$ cat config.mk
export PLATFORM = sky130hd
export DESIGN_NAME = vga_fb_arbiter_flat
export DESIGN_NICKNAME = d
export VERILOG_FILES = /design/src/rtl/vga_pkg.sv /design/src/rtl/vga_fb_arbiter_if.sv /design/src/rtl/vga_delay.sv /design/src/rtl/vga_fb_arbiter.sv /design/src/flat_wrapper.sv
export SDC_FILE = /design/constraint.sdc
export NUM_CORES = 1
export LEC_CHECK = 0
export BUFFER_PORTS_ARGS = -buffer_cell sky130_fd_sc_hd__buf_2
export CAP_MARGIN = 20
export CORE_MARGIN = 3
export CORE_UTILIZATION = 50
export DETAILED_ROUTE_END_ITERATION = 8
export PLACE_DENSITY = 0.91
export SETUP_SLACK_MARGIN = 0.2
export SLEW_MARGIN = 20
export SYNTH_ARGS = -nofsm -noshare
export SYNTH_HDL_FRONTEND = slang
export SYNTH_HIERARCHICAL = 1
export SYNTH_SLANG_ARGS = --single-unit
$ cat constraint.sdc
create_clock -name clk_pix -period 2.65 [get_ports clk_pix]
set_clock_uncertainty 0.2 [all_clocks]
set_input_delay 0.1325 -clock clk_pix [delete_from_list [all_inputs] [get_ports clk_pix]]
set_output_delay 0.1325 -clock clk_pix [all_outputs]
set_load 0.005 [all_outputs]
$ cat src/rtl/vga_pkg.sv
// Shared framebuffer geometry, bus types and clear-engine state encoding
// for the VGA framebuffer arbiter slice.
package vga_pkg;

   localparam int H_RES    = 320;
   localparam int V_RES    = 240;
   localparam int FB_WORDS = H_RES * V_RES;
   localparam int PIX_W    = 9;
   localparam int ADDR_W   = 17;

   typedef logic [PIX_W-1:0]  pixel_t;
   typedef logic [ADDR_W-1:0] addr_t;

   typedef enum logic {
      IDLE  = 1'b0,
      CLEAR = 1'b1
   } clr_state_t;

   localparam addr_t FB_LIMIT = addr_t'(FB_WORDS);
   localparam addr_t FB_LAST  = addr_t'(FB_WORDS - 1);

   // y*320 + x without a multiplier: 320 = 256 + 64.
   function automatic addr_t scan_addr(input logic [8:0] y, input logic [8:0] x);
      return (addr_t'(y) << 8) + (addr_t'(y) << 6) + addr_t'(x);
   endfunction

endpackage

$ cat src/rtl/vga_fb_arbiter_if.sv
// Draw-port valid/ready write channel into the framebuffer arbiter.
interface vga_fb_arbiter_if;
   import vga_pkg::*;

   logic   wr_valid;
   addr_t  wr_addr;
   pixel_t wr_data;
   logic   wr_ready;

   modport master (output wr_valid, output wr_addr, output wr_data, input wr_ready);
   modport slave  (input wr_valid, input wr_addr, input wr_data, output wr_ready);

endinterface

$ cat src/rtl/vga_delay.sv
// N-stage, W-bit shift register used to line sync/enable up with the pixel path.
module vga_delay #(
   parameter int N = 2,
   parameter int W = 1
) (
   input  logic         clk,
   input  logic         reset,
   input  logic [W-1:0] din,
   output logic [W-1:0] dout
);

   logic [W-1:0] pipe [N];

   always_ff @(posedge clk) begin
      if (reset) begin
         for (int i = 0; i < N; i++) pipe[i] <= '0;
      end else begin
         pipe[0] <= din;
         for (int i = 1; i < N; i++) pipe[i] <= pipe[i-1];
      end
   end

   assign dout = pipe[N-1];

endmodule

$ cat src/rtl/vga_fb_arbiter.sv
// Single-port framebuffer arbiter: even active pixels scan out (2x doubled),
// all remaining slots go to the clear engine first, then the draw port.
module vga_fb_arbiter
   import vga_pkg::*;
(
   input  logic       clk_pix,
   input  logic       reset,
   input  logic [9:0] hcount,
   input  logic [9:0] vcount,
   input  logic       de,
   input  logic       hsync_in,
   input  logic       vsync_in,
   vga_fb_arbiter_if.slave draw,
   input  logic       clear_req,
   input  pixel_t     clear_color,
   output logic       clear_busy,
   output addr_t      mem_addr,
   output logic       mem_we,
   output pixel_t     mem_wdata,
   input  pixel_t     mem_rdata,
   output logic [2:0] rgb_r,
   output logic [2:0] rgb_g,
   output logic [2:0] rgb_b,
   output logic       hsync,
   output logic       vsync,
   output logic       de_out
);

   clr_state_t clr_state;
   addr_t      clr_cnt;
   pixel_t     clr_color;
   logic       scan_slot;
   logic       in_clear;
   logic       draw_fire;
   addr_t      scan_a;

   logic       scan_d1;
   logic       de_d1;
   pixel_t     hold;
   pixel_t     pix_sel;
   pixel_t     rgb_q;

   assign scan_slot     = de & ~hcount[0];
   assign scan_a        = scan_addr(vcount[9:1], hcount[9:1]);
   assign in_clear      = (clr_state == CLEAR);
   assign draw.wr_ready = ~reset & ~scan_slot & ~in_clear;
   assign draw_fire     = draw.wr_valid & draw.wr_ready;

   // RAM port owner: scan always wins; out-of-range draw writes complete without a write.
   always_comb begin
      mem_addr  = draw.wr_addr;
      mem_wdata = draw.wr_data;
      mem_we    = 1'b0;
      if (scan_slot) begin
         mem_addr = scan_a;
      end else if (in_clear) begin
         mem_addr  = clr_cnt;
         mem_wdata = clr_color;
         mem_we    = ~reset;
      end else begin
         mem_we = draw_fire & (draw.wr_addr < FB_LIMIT);
      end
   end

   // Clear engine: one write per free slot, stops after the last framebuffer word.
   always_ff @(posedge clk_pix) begin
      if (reset) begin
         clr_state  <= IDLE;
         clr_cnt    <= '0;
         clr_color  <= '0;
         clear_busy <= 1'b0;
      end else begin
         case (clr_state)
            IDLE: begin
               if (clear_req) begin
                  clr_state  <= CLEAR;
                  clr_color  <= clear_color;
                  clr_cnt    <= '0;
                  clear_busy <= 1'b1;
               end
            end
            CLEAR: begin
               if (!scan_slot) begin
                  if (clr_cnt == FB_LAST) begin
                     clr_state  <= IDLE;
                     clr_cnt    <= '0;
                     clear_busy <= 1'b0;
                  end else begin
                     clr_cnt <= clr_cnt + addr_t'(1);
                  end
               end
            end
            default: clr_state <= IDLE;
         endcase
      end
   end

   // Fresh read data feeds rgb directly so the doubled pair lands 2 and 3 cycles after the scan.
   assign pix_sel = scan_d1 ? mem_rdata : hold;

   always_ff @(posedge clk_pix) begin
      if (reset) begin
         scan_d1 <= 1'b0;
         de_d1   <= 1'b0;
         hold    <= '0;
         rgb_q   <= '0;
      end else begin
         scan_d1 <= scan_slot;
         de_d1   <= de;
         if (scan_d1) hold <= mem_rdata;
         rgb_q <= de_d1 ? pix_sel : '0;
      end
   end

   assign rgb_r = rgb_q[8:6];
   assign rgb_g = rgb_q[5:3];
   assign rgb_b = rgb_q[2:0];

   vga_delay #(.N(2), .W(3)) u_sync_delay (
      .clk   (clk_pix),
      .reset (reset),
      .din   ({hsync_in, vsync_in, de}),
      .dout  ({hsync, vsync, de_out})
   );

endmodule
$ cat src/flat_wrapper.sv
// flat-port wrapper written by rule: the top's interface ports become plain ports
module vga_fb_arbiter_flat import vga_pkg::*;
  (clk_pix, reset, hcount, vcount, de, hsync_in, vsync_in, clear_req, clear_color, clear_busy, mem_addr, mem_we, mem_wdata, mem_rdata, rgb_r, rgb_g, rgb_b, hsync, vsync, de_out, draw_wr_valid, draw_wr_addr, draw_wr_data, draw_wr_ready);
  vga_fb_arbiter_if draw_i ();
  input  logic clk_pix;
  input  logic reset;
  input  logic [9:0] hcount;
  input  logic [9:0] vcount;
  input  logic de;
  input  logic hsync_in;
  input  logic vsync_in;
  input  logic clear_req;
  input  pixel_t clear_color;
  output logic clear_busy;
  output addr_t mem_addr;
  output logic mem_we;
  output pixel_t mem_wdata;
  input  pixel_t mem_rdata;
  output logic [2:0] rgb_r;
  output logic [2:0] rgb_g;
  output logic [2:0] rgb_b;
  output logic hsync;
  output logic vsync;
  output logic de_out;
  input wire logic [$bits(draw_i.wr_valid)-1:0] draw_wr_valid;
  input wire logic [$bits(draw_i.wr_addr)-1:0] draw_wr_addr;
  input wire logic [$bits(draw_i.wr_data)-1:0] draw_wr_data;
  output wire logic [$bits(draw_i.wr_ready)-1:0] draw_wr_ready;
  assign draw_i.wr_valid = draw_wr_valid;
  assign draw_i.wr_addr = draw_wr_addr;
  assign draw_i.wr_data = draw_wr_data;
  assign draw_wr_ready = draw_i.wr_ready;
  vga_fb_arbiter u_core (.clk_pix(clk_pix), .reset(reset), .hcount(hcount), .vcount(vcount), .de(de), .hsync_in(hsync_in), .vsync_in(vsync_in), .draw(draw_i), .clear_req(clear_req), .clear_color(clear_color), .clear_busy(clear_busy), .mem_addr(mem_addr), .mem_we(mem_we), .mem_wdata(mem_wdata), .mem_rdata(mem_rdata), .rgb_r(rgb_r), .rgb_g(rgb_g), .rgb_b(rgb_b), .hsync(hsync), .vsync(vsync), .de_out(de_out));
endmodule
==> qor.csv <==
stage,metric,value,unit
route,drt.antenna.violating_nets,0,
sta,fin_crit,2.470,ns
setup_path,r2r_setup_slack,0.46,ns
placed_design,port_buffers,110,
global_route,grt_pass1_vias,2930,
synthesis,post_synth_num_cell_types,45,
global_route,antenna_found_initial,0,
clock_tree,cts_tree,done,
setup_path,crit_start,vcount[3],
sta,maxSlewHeadroom,0.5006,
synthesis,syn_avg_cell_area,8.649,um2
synthesis,postSynthCellCount,354,
route,wire_per_inst,14.62,um
global_route,track_usage,0.2203,
pwr,ir_worst_vdd,0.3921,mV
route,first_iter_violations,116,
clock_tree,clockBufferDepth,2,
sta,timing.fmax,404.9,MHz
setup_path,cp_max_fo,3,
status,run_status,"finished, final reports clean",
sta,tightest_slew,0.7476,ns
clock_tree,cts_sinks,54,
setup_path,required,2.32,ns
clock_tree,clkTransAtPathRegs,0.10,ns
setup_path,max_stage_delay,0.58,ns
floorplan,die_area,7098,um2
synthesis,synth_edf_count,0,
cells_and_area,drive_gt1_frac,0.3299,
placed_design,postPlaceCellArea,3623,um2
synthesis,ys_ff_latch,54,
global_route,grt_overflow,0,
synthesis,synth_flop_cell,dfxtp_1,
cells_and_area,nFillCells,441,
setup_path,critPathCaptureType,output port,
pwr,p_leak,1.780,nW
global_route,grt_pass1_wl,13.23,mm
setup_path,reg2regPathDepth,5,
route,avgViaCountPerCell,5.394,
sta,fin_crit_sh,0.9320,
cells_and_area,syn_to_final_growth,32.04,%
pwr,power_density,443.1,nW/um2
synthesis,synthTopCellsByArea,"dfxtp_1 35%, mux2i_1 7.5%, ha_1 7.4%, nand2_1 4.9%, a21oi_1 4.3%",
synthesis,yosys.area.top_type_share,0.3531,
clock_tree,cts_buffers,5,
setup_path,start_kind,input port,
global_route,grt_max_degree,34,
placed_design,post-dp-hpwl,5.736,mm
setup_path,worstPathArrival,2.14,ns
cells_and_area,final_cell_area,4043,um2
floorplan,design.core.area,5709,um2
flow_run,drv_cap,0,
sta,drv_slew,0,
placed_design,gp_congestion,0.9240,
setup_path,r2r-end,u_core/clr_cnt[8],
setup_path,worstSetupPathType,input port to output port,
clock_tree,cts_root_buf,clkbuf_8,
route,drt_pass1_iterations,4,
setup_path,crit_path_cell_trace,buf_6 > inv_2 > fa_1 > fa_2 > nand2b_4 > a21oi_4 > o21a_1 > or3_1 > a31o_2 > buf_2,
floorplan,die_h,84.25,um
floorplan,num_rows,27,
sta,hold_slack,0.1142,ns
route,vias,2972,
route,drt_wl_total,8.056,mm
synthesis,syn_nets,445,
sta,rsz0062_at_grt,true,
synthesis,synth_area,3062,um2
cells_and_area,layout_commonest_cell,buf_2,
cells_and_area,layout.nets,569,
setup_path,endpoint,mem_addr[13],
synthesis,async_reset_ff_frac,0,
cells_and_area,num_antenna_cells,0,
setup_path,reg2reg_from,u_core/clr_cnt[10],
clock_tree,cts_htree_levels,2,
synthesis,ys_seq_area_frac,0.3531,
min_path,holdPathStages,2,
synthesis,yosys_warnings,6,
sta,setup_violations,0,
floorplan,die_w,84.25,um
synthesis,yosysTopAreaCell,dfxtp_1,
setup_path,crit_slowest_cell,fa_1,
cells_and_area,final_cell_mix,"109 x buf_2, 54 x dfxtp_1, 39 x nand2_1, 25 x nor2_1, 25 x a21oi_1",
sta,hold_viol_final,0,
route,drcViolationCount,0,
floorplan,start_util,0.5363,
clock_tree,clk_latency,0.30,ns
min_path,min_path_type,input port to register,
floorplan,io_pins,112,
[through the flow]
step | TNS (ns) | util | std cells | setup WS [ns] | power, W
floorplan | 0 | - | 354 | 0.4035 | 0.001110
global placement | 0 | 0.6347 | 519 | 0.05036 | 0.001238
detailed placement | -0.1136 | 0.6347 | 519 | -0.06684 | 0.001257
CTS | 0 | 0.7070 | 551 | 0.2006 | 0.001793
global route | 0 | 0.7081 | 551 | 0.1046 | 0.001886
finish | 0 | 0.7081 | 551 | 0.1801 | 0.001791
[worst min path at each step]
stage | to | startpoint | slack, ns
final | u_core/clr_cnt[0] | reset | 0.11
after global routing | u_core/u_sync_delay/pipe[0][0] | reset | 0.14
after CTS | u_core/clr_cnt[0] | reset | 0.11
after detailed placement | u_core/scan_d1 | hcount[0] | 0.14
after global placement | u_core/scan_d1 | hcount[0] | 0.13
after floorplan | u_core/scan_d1 | hcount[0] | 0.004
[cells in the mapped netlist (2+ instances only)]
cell and n:
nor2b_1 17, o21ai_0 17, a21oi_1 26, nor2_2 11, a21o_1 3, nand2b_1 4, dfxtp_1 54, and3_1 2
fa_1 2, nand4_1 5, nor3_1 10, a31oi_1 2, mux2_2 8, buf_4 3, nand2_1 40, and2_1 9
clkbuf_1 10, mux2_1 2, a211oi_1 5, mux2i_1 23, and4_1 2, nand3_1 7, buf_1 3, xor2_1 9
nor2_1 25, o21a_1 2, inv_1 9, buf_2 2, ha_1 18, xnor2_1 9
[worst max-delay path, delay by kind of cell]
kind / cells / cell delay, ns
AOI/OAI and AO/OA: 3 / 0.53
buffers and inverters: 3 / 0.23
and+or+nand+nor: 2 / 0.46
adders and majority gates: 2 / 0.79
[layer usage]
metal	track usage	vias to the layer above	wire, um
met4	0.07602	0	197
met5	0	-	0
met2	0.3945	106	4142
li1	-	1463	-
met3	0.04416	20	461
met1	0.2607	1383	3254
[power by group]
part | total [W] | internal, W | switching [W]
registers | 0.000849 | 0.000834 | 0.0000147
logic | 0.000459 | 0.000227 | 0.000232
clock network | 0.000483 | 0.000198 | 0.000285
[registers in the layout, summed over array words and instances, names as in the netlist]
| register | cells |
|---|---|
| u_core/hold | 9 |
| u_core/clear_busy | 1 |
| u_core/clr_cnt | 17 |
| u_core/u_sync_delay/pipe | 6 |
| u_core/scan_d1 | 1 |
| u_core/de_d1 | 1 |
| u_core/rgb_q | 9 |
| u_core/clr_state | 1 |
| u_core/clr_color | 9 |
[cell type report]
cell class	instances	area (um2)	area share
Multi-Input combinational cell	272	1931	0.4776
Sequential cell	54	1081	0.2674
Timing Repair Buffer	136	809.5	0.2002
Tap cell	72	90.09	0.02228
Clock buffer	5	68.82	0.01702
Inverter	9	33.78	0.008357
Clock inverter	3	28.78	0.007119
[repair_timing]
action                                  CTS  global route
hold buffers                             23             0
gates resized for setup                  14             2
hold endpoints to repair                 24             0
endpoints found under the setup margin    5            14
setup buffers                             1             0
pin swaps                                 6             2
[kinds of logic after synthesis]
| kind of cell | count (synthesis) | share of synthesized area |
|---|---|---|
| AND/OR/NAND/NOR | 137 | 0.2289 |
| AO/OA/AOI/OAI | 64 | 0.1255 |
| flip-flops | 54 | 0.3531 |
| multiplexers | 33 | 0.1120 |
| buffers and inverters | 28 | 0.04250 |
| adder cells (fa/ha/maj) | 20 | 0.08664 |
| XOR/XNOR | 18 | 0.05149 |
Power figures use the tool's default switching activity.
